[src/rtl/spi_reg_bridge.sv]
// ---------------------------------------------------------------------------
// spi_reg_bridge
//   SPI slave (mode 0, MSB first) giving a host MCU access to the RTC register
//   file. 16-bit frames: bit15 RW (1=read), bits14:12 ignored, bits11:8 addr,
//   bits7:0 data. All SPI pins are oversampled in the clk domain.
//
// Ports
//   clk, rst_n     system clock (posedge), asynchronous active-low reset
//   spi_sclk       SPI clock from host (async, period >= 16 clk)
//   spi_cs_n       SPI chip select, active low (async)
//   spi_mosi       SPI data in (async)
//   spi_miso       SPI data out, 0 outside the data phase of a read
//   spi_miso_oe    pad output enable, 1 while synchronized cs_n is low
//   reg_addr       register file address, held between frames
//   reg_wdata      register file write data, held between frames
//   reg_write_en   1-clk write strobe
//   reg_read_en    1-clk read strobe
//   reg_rdata      register file read data (1-clk latency after read_en)
//   busy           1 from cs_n fall detection until return to IDLE
//   frame_err      1-clk pulse on aborted frame or out-of-range address
// ---------------------------------------------------------------------------
module spi_reg_bridge #(
   parameter int ADDR_W      = 4,
   parameter int DATA_W      = 8,
   parameter int NUM_REGS    = 8,
   parameter int SYNC_STAGES = 2
) (
   input  logic              clk,
   input  logic              rst_n,
   input  logic              spi_sclk,
   input  logic              spi_cs_n,
   input  logic              spi_mosi,
   output logic              spi_miso,
   output logic              spi_miso_oe,
   output logic [ADDR_W-1:0] reg_addr,
   output logic [DATA_W-1:0] reg_wdata,
   output logic              reg_write_en,
   output logic              reg_read_en,
   input  logic [DATA_W-1:0] reg_rdata,
   output logic              busy,
   output logic              frame_err
);

   typedef enum logic [2:0] {
      IDLE, CMD, RD_REQ, RD_WAIT, DATA, EXEC, DONE
   } state_e;

   state_e state_q, state_d;

   logic [SYNC_STAGES-1:0] sclk_sync_q, cs_sync_q, mosi_sync_q;
   logic                   sclk_p_q, cs_p_q, cs_armed_q;
   logic                   sclk_s, cs_s, mosi_s;
   logic                   sclk_rise, sclk_fall, cs_fall, cs_rise;

   logic [3:0]        cnt_q;
   logic [DATA_W-1:0] rx_q, rx_next;
   logic [DATA_W-1:0] tx_q;
   logic              rw_q;
   logic [ADDR_W-1:0] addr_q;
   logic [DATA_W-1:0] wdata_q;
   logic              in_range;

   // ---------------------------------------------------------------- sync
   // Sync chains reset to 0 so that cs_n still low after a mid-frame reset is
   // not mistaken for a new falling edge; a fall is only seen after cs_n has
   // been observed high.
   always_ff @(posedge clk or negedge rst_n) begin
      if (!rst_n) begin
         sclk_sync_q <= '0;
         cs_sync_q   <= '0;
         mosi_sync_q <= '0;
         sclk_p_q    <= 1'b0;
         cs_p_q      <= 1'b0;
         cs_armed_q  <= 1'b0;
      end else begin
         sclk_sync_q <= {sclk_sync_q[SYNC_STAGES-2:0], spi_sclk};
         cs_sync_q   <= {cs_sync_q[SYNC_STAGES-2:0], spi_cs_n};
         mosi_sync_q <= {mosi_sync_q[SYNC_STAGES-2:0], spi_mosi};
         sclk_p_q    <= sclk_s;
         cs_p_q      <= cs_s;
         cs_armed_q  <= cs_armed_q | cs_s;
      end
   end

   assign sclk_s    = sclk_sync_q[SYNC_STAGES-1];
   assign cs_s      = cs_sync_q[SYNC_STAGES-1];
   assign mosi_s    = mosi_sync_q[SYNC_STAGES-1];
   assign sclk_rise = sclk_s & ~sclk_p_q;
   assign sclk_fall = ~sclk_s & sclk_p_q;
   assign cs_fall   = ~cs_s & cs_p_q;
   assign cs_rise   = cs_s & ~cs_p_q;

   assign rx_next  = {rx_q[DATA_W-2:0], mosi_s};
   assign in_range = 32'(addr_q) < NUM_REGS;

   // ---------------------------------------------------------- state reg
   always_ff @(posedge clk or negedge rst_n) begin
      if (!rst_n) state_q <= IDLE;
      else        state_q <= state_d;
   end

   // --------------------------------------------------------- next state
   always_comb begin
      state_d = state_q;
      unique case (state_q)
         IDLE:    if (cs_fall) state_d = CMD;
         CMD: begin
            if (cs_rise)                          state_d = IDLE;
            else if (sclk_rise && cnt_q == 4'd7)  state_d = rx_next[7] ? RD_REQ : DATA;
         end
         RD_REQ:  state_d = cs_rise ? IDLE : RD_WAIT;
         RD_WAIT: state_d = cs_rise ? IDLE : DATA;
         DATA: begin
            if (cs_rise)                          state_d = IDLE;
            else if (sclk_rise && cnt_q == 4'd15) state_d = EXEC;
         end
         EXEC:    state_d = cs_rise ? IDLE : DONE;
         DONE:    if (cs_rise) state_d = IDLE;
         default: state_d = IDLE;
      endcase
   end

   // ------------------------------------------------------------ outputs
   always_comb begin
      reg_write_en = (state_q == EXEC) && !rw_q && in_range;
      reg_read_en  = (state_q == RD_REQ) && in_range;
      busy         = (state_q != IDLE);
      spi_miso     = (state_q == DATA) && rw_q && tx_q[DATA_W-1];
      spi_miso_oe  = cs_armed_q && !cs_s;
      frame_err    = (cs_rise && (state_q == CMD || state_q == RD_REQ ||
                                  state_q == RD_WAIT || state_q == DATA))
                   || ((state_q == EXEC) && !rw_q && !in_range)
                   || ((state_q == RD_WAIT) && !in_range);
   end

   assign reg_addr  = addr_q;
   assign reg_wdata = wdata_q;

   // ----------------------------------------------------------- datapath
   always_ff @(posedge clk or negedge rst_n) begin
      if (!rst_n) begin
         cnt_q   <= '0;
         rx_q    <= '0;
         tx_q    <= '0;
         rw_q    <= 1'b0;
         addr_q  <= '0;
         wdata_q <= '0;
      end else begin
         if (state_q == IDLE) begin
            cnt_q <= '0;
         end else if (sclk_rise && (state_q == CMD || state_q == DATA)) begin
            cnt_q <= cnt_q + 4'd1;
            rx_q  <= rx_next;
         end

         if (state_q == CMD && sclk_rise && !cs_rise && cnt_q == 4'd7) begin
            rw_q   <= rx_next[7];
            addr_q <= rx_next[ADDR_W-1:0];
         end

         if (state_q == DATA && sclk_rise && !cs_rise && cnt_q == 4'd15 && !rw_q)
            wdata_q <= rx_next;

         // The fall right after the 8th rise (cnt 8) keeps bit 7 on miso so the
         // host can sample it on the 9th rise; later falls advance the shifter.
         if (state_q == RD_WAIT)
            tx_q <= in_range ? reg_rdata : '0;
         else if (state_q == DATA && sclk_fall && cnt_q != 4'd8)
            tx_q <= {tx_q[DATA_W-2:0], 1'b0};
      end
   end

endmodule

[config.mk]
export PLATFORM = sky130hd
export DESIGN_NAME = spi_reg_bridge
export DESIGN_NICKNAME = d
export VERILOG_FILES = /design/src/rtl/spi_reg_bridge.sv
export SDC_FILE = /design/constraint.sdc
export NUM_CORES = 1
export LEC_CHECK = 0
export BUFFER_PORTS_ARGS = -buffer_cell sky130_fd_sc_hd__buf_2
export CORE_MARGIN = 1.5
export CORE_UTILIZATION = 50
export DETAILED_ROUTE_END_ITERATION = 7
export GPL_TIMING_DRIVEN = 0
export PLACE_DENSITY = 0.72
export SYNTH_ARGS = -nofsm -noshare
export SYNTH_HDL_FRONTEND = slang
export SYNTH_SLANG_ARGS = --single-unit
export TNS_END_PERCENT = 20
[constraint.sdc]
create_clock -name clk -period 1.6 [get_ports clk]
set_input_delay 0.24 -clock clk [delete_from_list [all_inputs] [get_ports clk]]
set_output_delay 0.24 -clock clk [all_outputs]
set_load 0.1 [all_outputs]
* After elaboration in Yosys (flattened, before gate mapping) *
Cells that the tools add are included.

operators by class
  add/subtract/negate cells = 1
  order comparisons = 1
  eq/ne operators = 13
  multiplexer cells = 16
  bitwise logic cells = 10
  reductions and logical operators = 37

operators with widths
  cell                                                 count
  two-way mux 3 bit                                    9
  two-way mux 8 bit                                    3
  logical AND 1 bit                                    21
  case mux 3 bit (7 select lines)                      1
  equality test 3 bit, second input constant           3
  two-way mux 4 bit                                    2
  equality test 3 x 2 -> 1 bit, second input constant  2
  logical OR 1 bit                                     6
  != test 3 bit, second input constant                 2
  NOT 1 bit                                            5
  adder 4 x 1 -> 4 bit, second input constant          1
  bitwise AND 1 bit                                    4
  equality test 4 x 3 -> 1 bit, second input constant  1
  equality test 4 bit, second input constant           1
  logical NOT 1 bit                                    4
  less-than comparator 4 bit, second input constant    1
  != test 2 bit, second input constant                 2
  != test 4 bit, second input constant                 1
  AND reduction 4 bit                                  1
  nonzero test 2 bit                                   2
  equality test 3 x 1 -> 1 bit, second input constant  1
  logical NOT 3 bit                                    1
  nonzero test 3 bit                                   1
  two-way mux 2 bit                                    1
  2 further kinds                                      2

storage, ports and cells
  register bits = 44
  bits of input ports = 13
  output and inout port bits = 18

* Longest topological paths before layout *
  depth after elaboration = 7
  gate-level depth with buffers = 6
  gate-level depth less buffers = 6

* Worst setup path before layout *
Ideal clock, no wire load.

  path type = flip-flop to output port
  start = register addr_q[3] (netlist: reg_addr[3])
  end = output port reg_read_en
  arrival time = 3.053 ns
  data required time = 1.360 ns
  path slack = -1.693 ns
  cell stages (with the launch flop) = 4
  path through = dfrtp_1 > inv_1 > nand2_1 > nor3_1

on the way
  word-level cells in the longest chain between the ends = 2

RTL lines
  item                        line  RTL
  from (decl)                 59    logic [ADDR_W-1:0] addr_q;
  from (signal assigned)      158   addr_q <= rx_next[ADDR_W-1:0];
  less-than comparator 4 bit  94    assign in_range = 32'(addr_q) < NUM_REGS;
  logical AND 1 bit           126   reg_read_en = (state_q == RD_REQ) && in_range;
  to (decl)                   38    output logic reg_read_en,

Every way passes these cells.

* Final worst setup path *
  start = register state_q[2]
  end = register addr_q[3] (netlist: reg_addr[3])

on the way
  word-level cells in the longest chain between the ends = 4

RTL lines
  item                             line  RTL
  from (decl)                      48    state_e state_q, state_d;
  from (signal assigned)           99    else state_q <= state_d;
  equality test 3 x 1 -> 1 bit     156   if (state_q == CMD && sclk_rise && !cs_rise && cnt_q == 4'd7) begin
  logical AND 1 bit (3 in series)  156

Every way passes these cells.
A chain may end at the register's enable or synchronous reset.

==> qor_table.md <==
| Item | This run |
|:---|:---|
| Run status | finished, violations left |
| Failing checks | negative setup slack |
| CTS sink cnt | 44 |
| Slew margin rel. | 37.7% |
| Yosys top cell by area | dfrtp_1 |
| Antenna cells | 0 |
| Total clock buffers created by CTS | 5 |
| Ys async rst share | 100% |
| Number of warnings issued by yosys | 0 |
| Clock tree from TritonCTS | built |
| Number of failing hold endpoints at the final stage | 0 |
| DRC Markers | 0 |
| Cell breakdown of the critical path | buf_6 > nand2b_4 > or3_4 > nor3_4 > buf_6 > mux2_2 |
| Min-Delay Path Depth | 1 |
| Kind of critical path | register to register |
| Count of mapped cells out of synthesis | 153 |
| Die area | 4290 µm² |
| Critical Path AT | 2010 ps |
| Worst hold margin | 46.6 ps |
| Number of placed I/O pins | 31 |
| Global-route wire length before repair | 6600 µm |
| Min Clock Period, post-route | 1830 ps |
| Deepest level of the CTS H-tree | 2 |
| Fraction of post-synthesis cell area in the top cell type by area | 56.4% |
| Post-Syn Area per Cell | 12.8 µm² |
| Setup crit end | reg_addr[3] |
| Pleak | 0.00128 µW |
| Final slew viol count | 0 |
| Worst path bufs/invs | 2 |
| Post-route clock period utilization | 114% |
| Layout-stage area growth over the synthesis result | 32.9% |
| Maximum frequency from static timing analysis | 546 MHz |
| Effective utilization at floorplan | 52.5% |
| Combined area of all synthesized cells | 1950 µm² |
| Kind of launch point of the worst setup path | register |
| Tightest Pin Transition | 934 ps |
| Number of nets at the end of the flow | 219 |
| Critical Path Fanout Max | 5 |
| Total power density per cell area | 922 nW/µm² |
| Die height | 65.5 µm |
| Via count of the first global-routing pass | 1,462 |
| Via-to-Cell Ratio | 5.37 |
| Routed vias | 1,359 |
| Sequential element share of the synthesized area | 56.4% |
| Yosys reg bits | 44 |
| Source of the worst register-to-register timing path | state_q[2] |
| Maximum number of pins on one net before global-route repair | 45 |
| Final weighted congestion in routability-driven placement | 0.809 |
| Most frequent standard cell in the layout excluding fill and tap cells | dfrtp_1 |
| Hold_buf cts | 0 |
| Post-synth EDFFs | 0 |
| Worst slack at placement | -342 ps |
| Total congestion overflow after global routing | 0 |
| Overall die width | 65.5 µm |
| Final setup margin | -230 ps |
| WP data required | 1770 ps |
| Post-route cell area | 2590 µm² |
| Final setup viols | 33 |
| Final sum of negative setup slack | -3320 ps |
| Routed wire length | 3840 µm |
| Detail Route Antenna Nets | 0 |
| Crit path depth | 6 |
| Unique cell type count in the Yosys netlist | 42 |
| Worst-case vdd ir drop | 0.812 mV |
| Unrepaired setup endpoints after global routing | yes |
| CTS root buffer | clkbuf_8 |
| Number of placement rows | 22 |
| Number of buffers between clock root and the deepest sink | 2 |
| Kind of path behind the tightest hold check | primary input to register |
| Most common cell on crit path | buf_6 |
| Capturing element type of the critical path | register |
| Share of post-route cells with drive strength above 1 | 51.2% |
| Total core area | 3720 µm² |
| Worst-Skew Late Latency | 290 ps |
| Reg clk slew, reported paths | 90 ps |
| TritonRoute pass-1 iters | 4 |
| Register-to-register setup slack | -230 ps |
| Count of port buffers added during placement | 30 |
| Cell types occupying the most area after synthesis | dfrtp_1 (56%), mux2_2 (8.1%), mux2_4 (3.8%), a221o_1 (3.1%), and3_1 (2.6%) |
| Most used cells in the layout excluding fill and tap cells | dfrtp_1 (42), buf_2 (27), buf_4 (13), mux2_2 (13), inv_1 (8) |
| Worst flop-to-flop path endpoint | reg_addr[3] |
| Routed WL per cell | 15.2 µm |
| HPWL reported at the end of detailed placement | 2470 µm |
| All-layer global routing usage | 20.2% |
| DRC violation total after the first TritonRoute iteration | 67 |
| Placement Cell Area | 2200 µm² |
| Top_reg_cell synth | dfrtp_1 |
| Worst setup skew after layout | 8.98 ps |
| Max stage delay on crit path | 420 ps |
| Slowest-stage cell, CP | dfrtp_1 |
| Register-to-Register Path Depth | 6 |
| Family of cells with the greatest summed delay on the critical path | simple AND/OR/NAND/NOR gates |
| Number of nets in the synthesized netlist | 168 |
| Launch point of the worst path | state_q[2] |
| Max-capacitance violation count | 0 |
| Antenna violations before repair | 0 |
==> per-stage QoR <==
stage	util [%]	power, µW	cells
4_1_cts	68.0	2390	250
2_1_floorplan	-	1540	153
3_5_place_dp	59.3	1650	231
3_3_place_gp	59.3	1630	231
6_report	69.8	2390	253
5_1_grt	69.8	2520	253
==> metal layers <==
metal,up-vias,track usage [%],share of wire (%),routed length [µm]
met1,673,24.7,42,1620
met5,-,0,0,0
met2,32,35.7,53,2020
li1,647,-,-,-
met4,0,5.99,1.3,48
met3,7,4.62,3.8,147
==> sequential cells by signal, summed over array words and instances (netlist names), 2 cells and up <==
register / cells
state_q: 3
tx_q: 8
rx_q: 7
cnt_q: 4
reg_addr: 4
sclk_sync_q: 2
reg_wdata: 8
mosi_sync_q: 2
cs_sync_q: 2
==> worst min path at each step <==
stage                     slack [ps]              to            from
after floorplan                  -60        cnt_q[0]           rst_n
after global placement           340  sclk_sync_q[1]  sclk_sync_q[0]
after detailed placement         340  sclk_sync_q[1]  sclk_sync_q[0]
after CTS                         40    cs_sync_q[0]        spi_cs_n
after global routing              30    cs_sync_q[0]        spi_cs_n
final                             50    cs_sync_q[0]        spi_cs_n
==> power by group <==
group / switching [µW] / total [µW] / internal, µW
Sequential: 90.7 / 1300 / 1200
Combinational: 189 / 380 / 191
Clock: 365 / 717 / 353
==> layout make-up <==
type	count	area, µm²
fill	277	1120
sequential	44	1100
multi-input combinational	93	893
inverter	8	30.0
buffer	8	81.3
clock buffer	6	82.6
clock inverter	2	13.8
timing repair buffer	44	329
tap	48	60.1
==> Yosys cell counts, types with 3 or more instances <==
library cell and count:
inv_1 8, buf_2 3, nand2b_1 5, o21ai_0 4, mux2_4 5, nor2_1 6
nor2b_1 3, a221o_1 6, mux2_2 14, clkbuf_1 3, nand3_1 3, dfrtp_1 44
nor3b_1 3, a21oi_1 5, and3_1 8
==> repair_timing <==
action                                  in CTS  in global routing
gates resized for setup                     39                 15
setup buffers                               11                  3
pin swaps                                   11                  7
endpoints found under the setup margin      31                 38
hold endpoints to repair                     0                  0
==> logic make-up after synthesis <==
group / share of synthesized area [%]
AOI/OAI and AO/OA: 8.65
xor gates and xnor gates: 0.898
adders and majority gates: 1.28
buffers and inverters: 3.85
DFF: 56.4
muxes: 13.5
and+or+nand+nor: 15.4
Power figures use the tool's default switching activity.
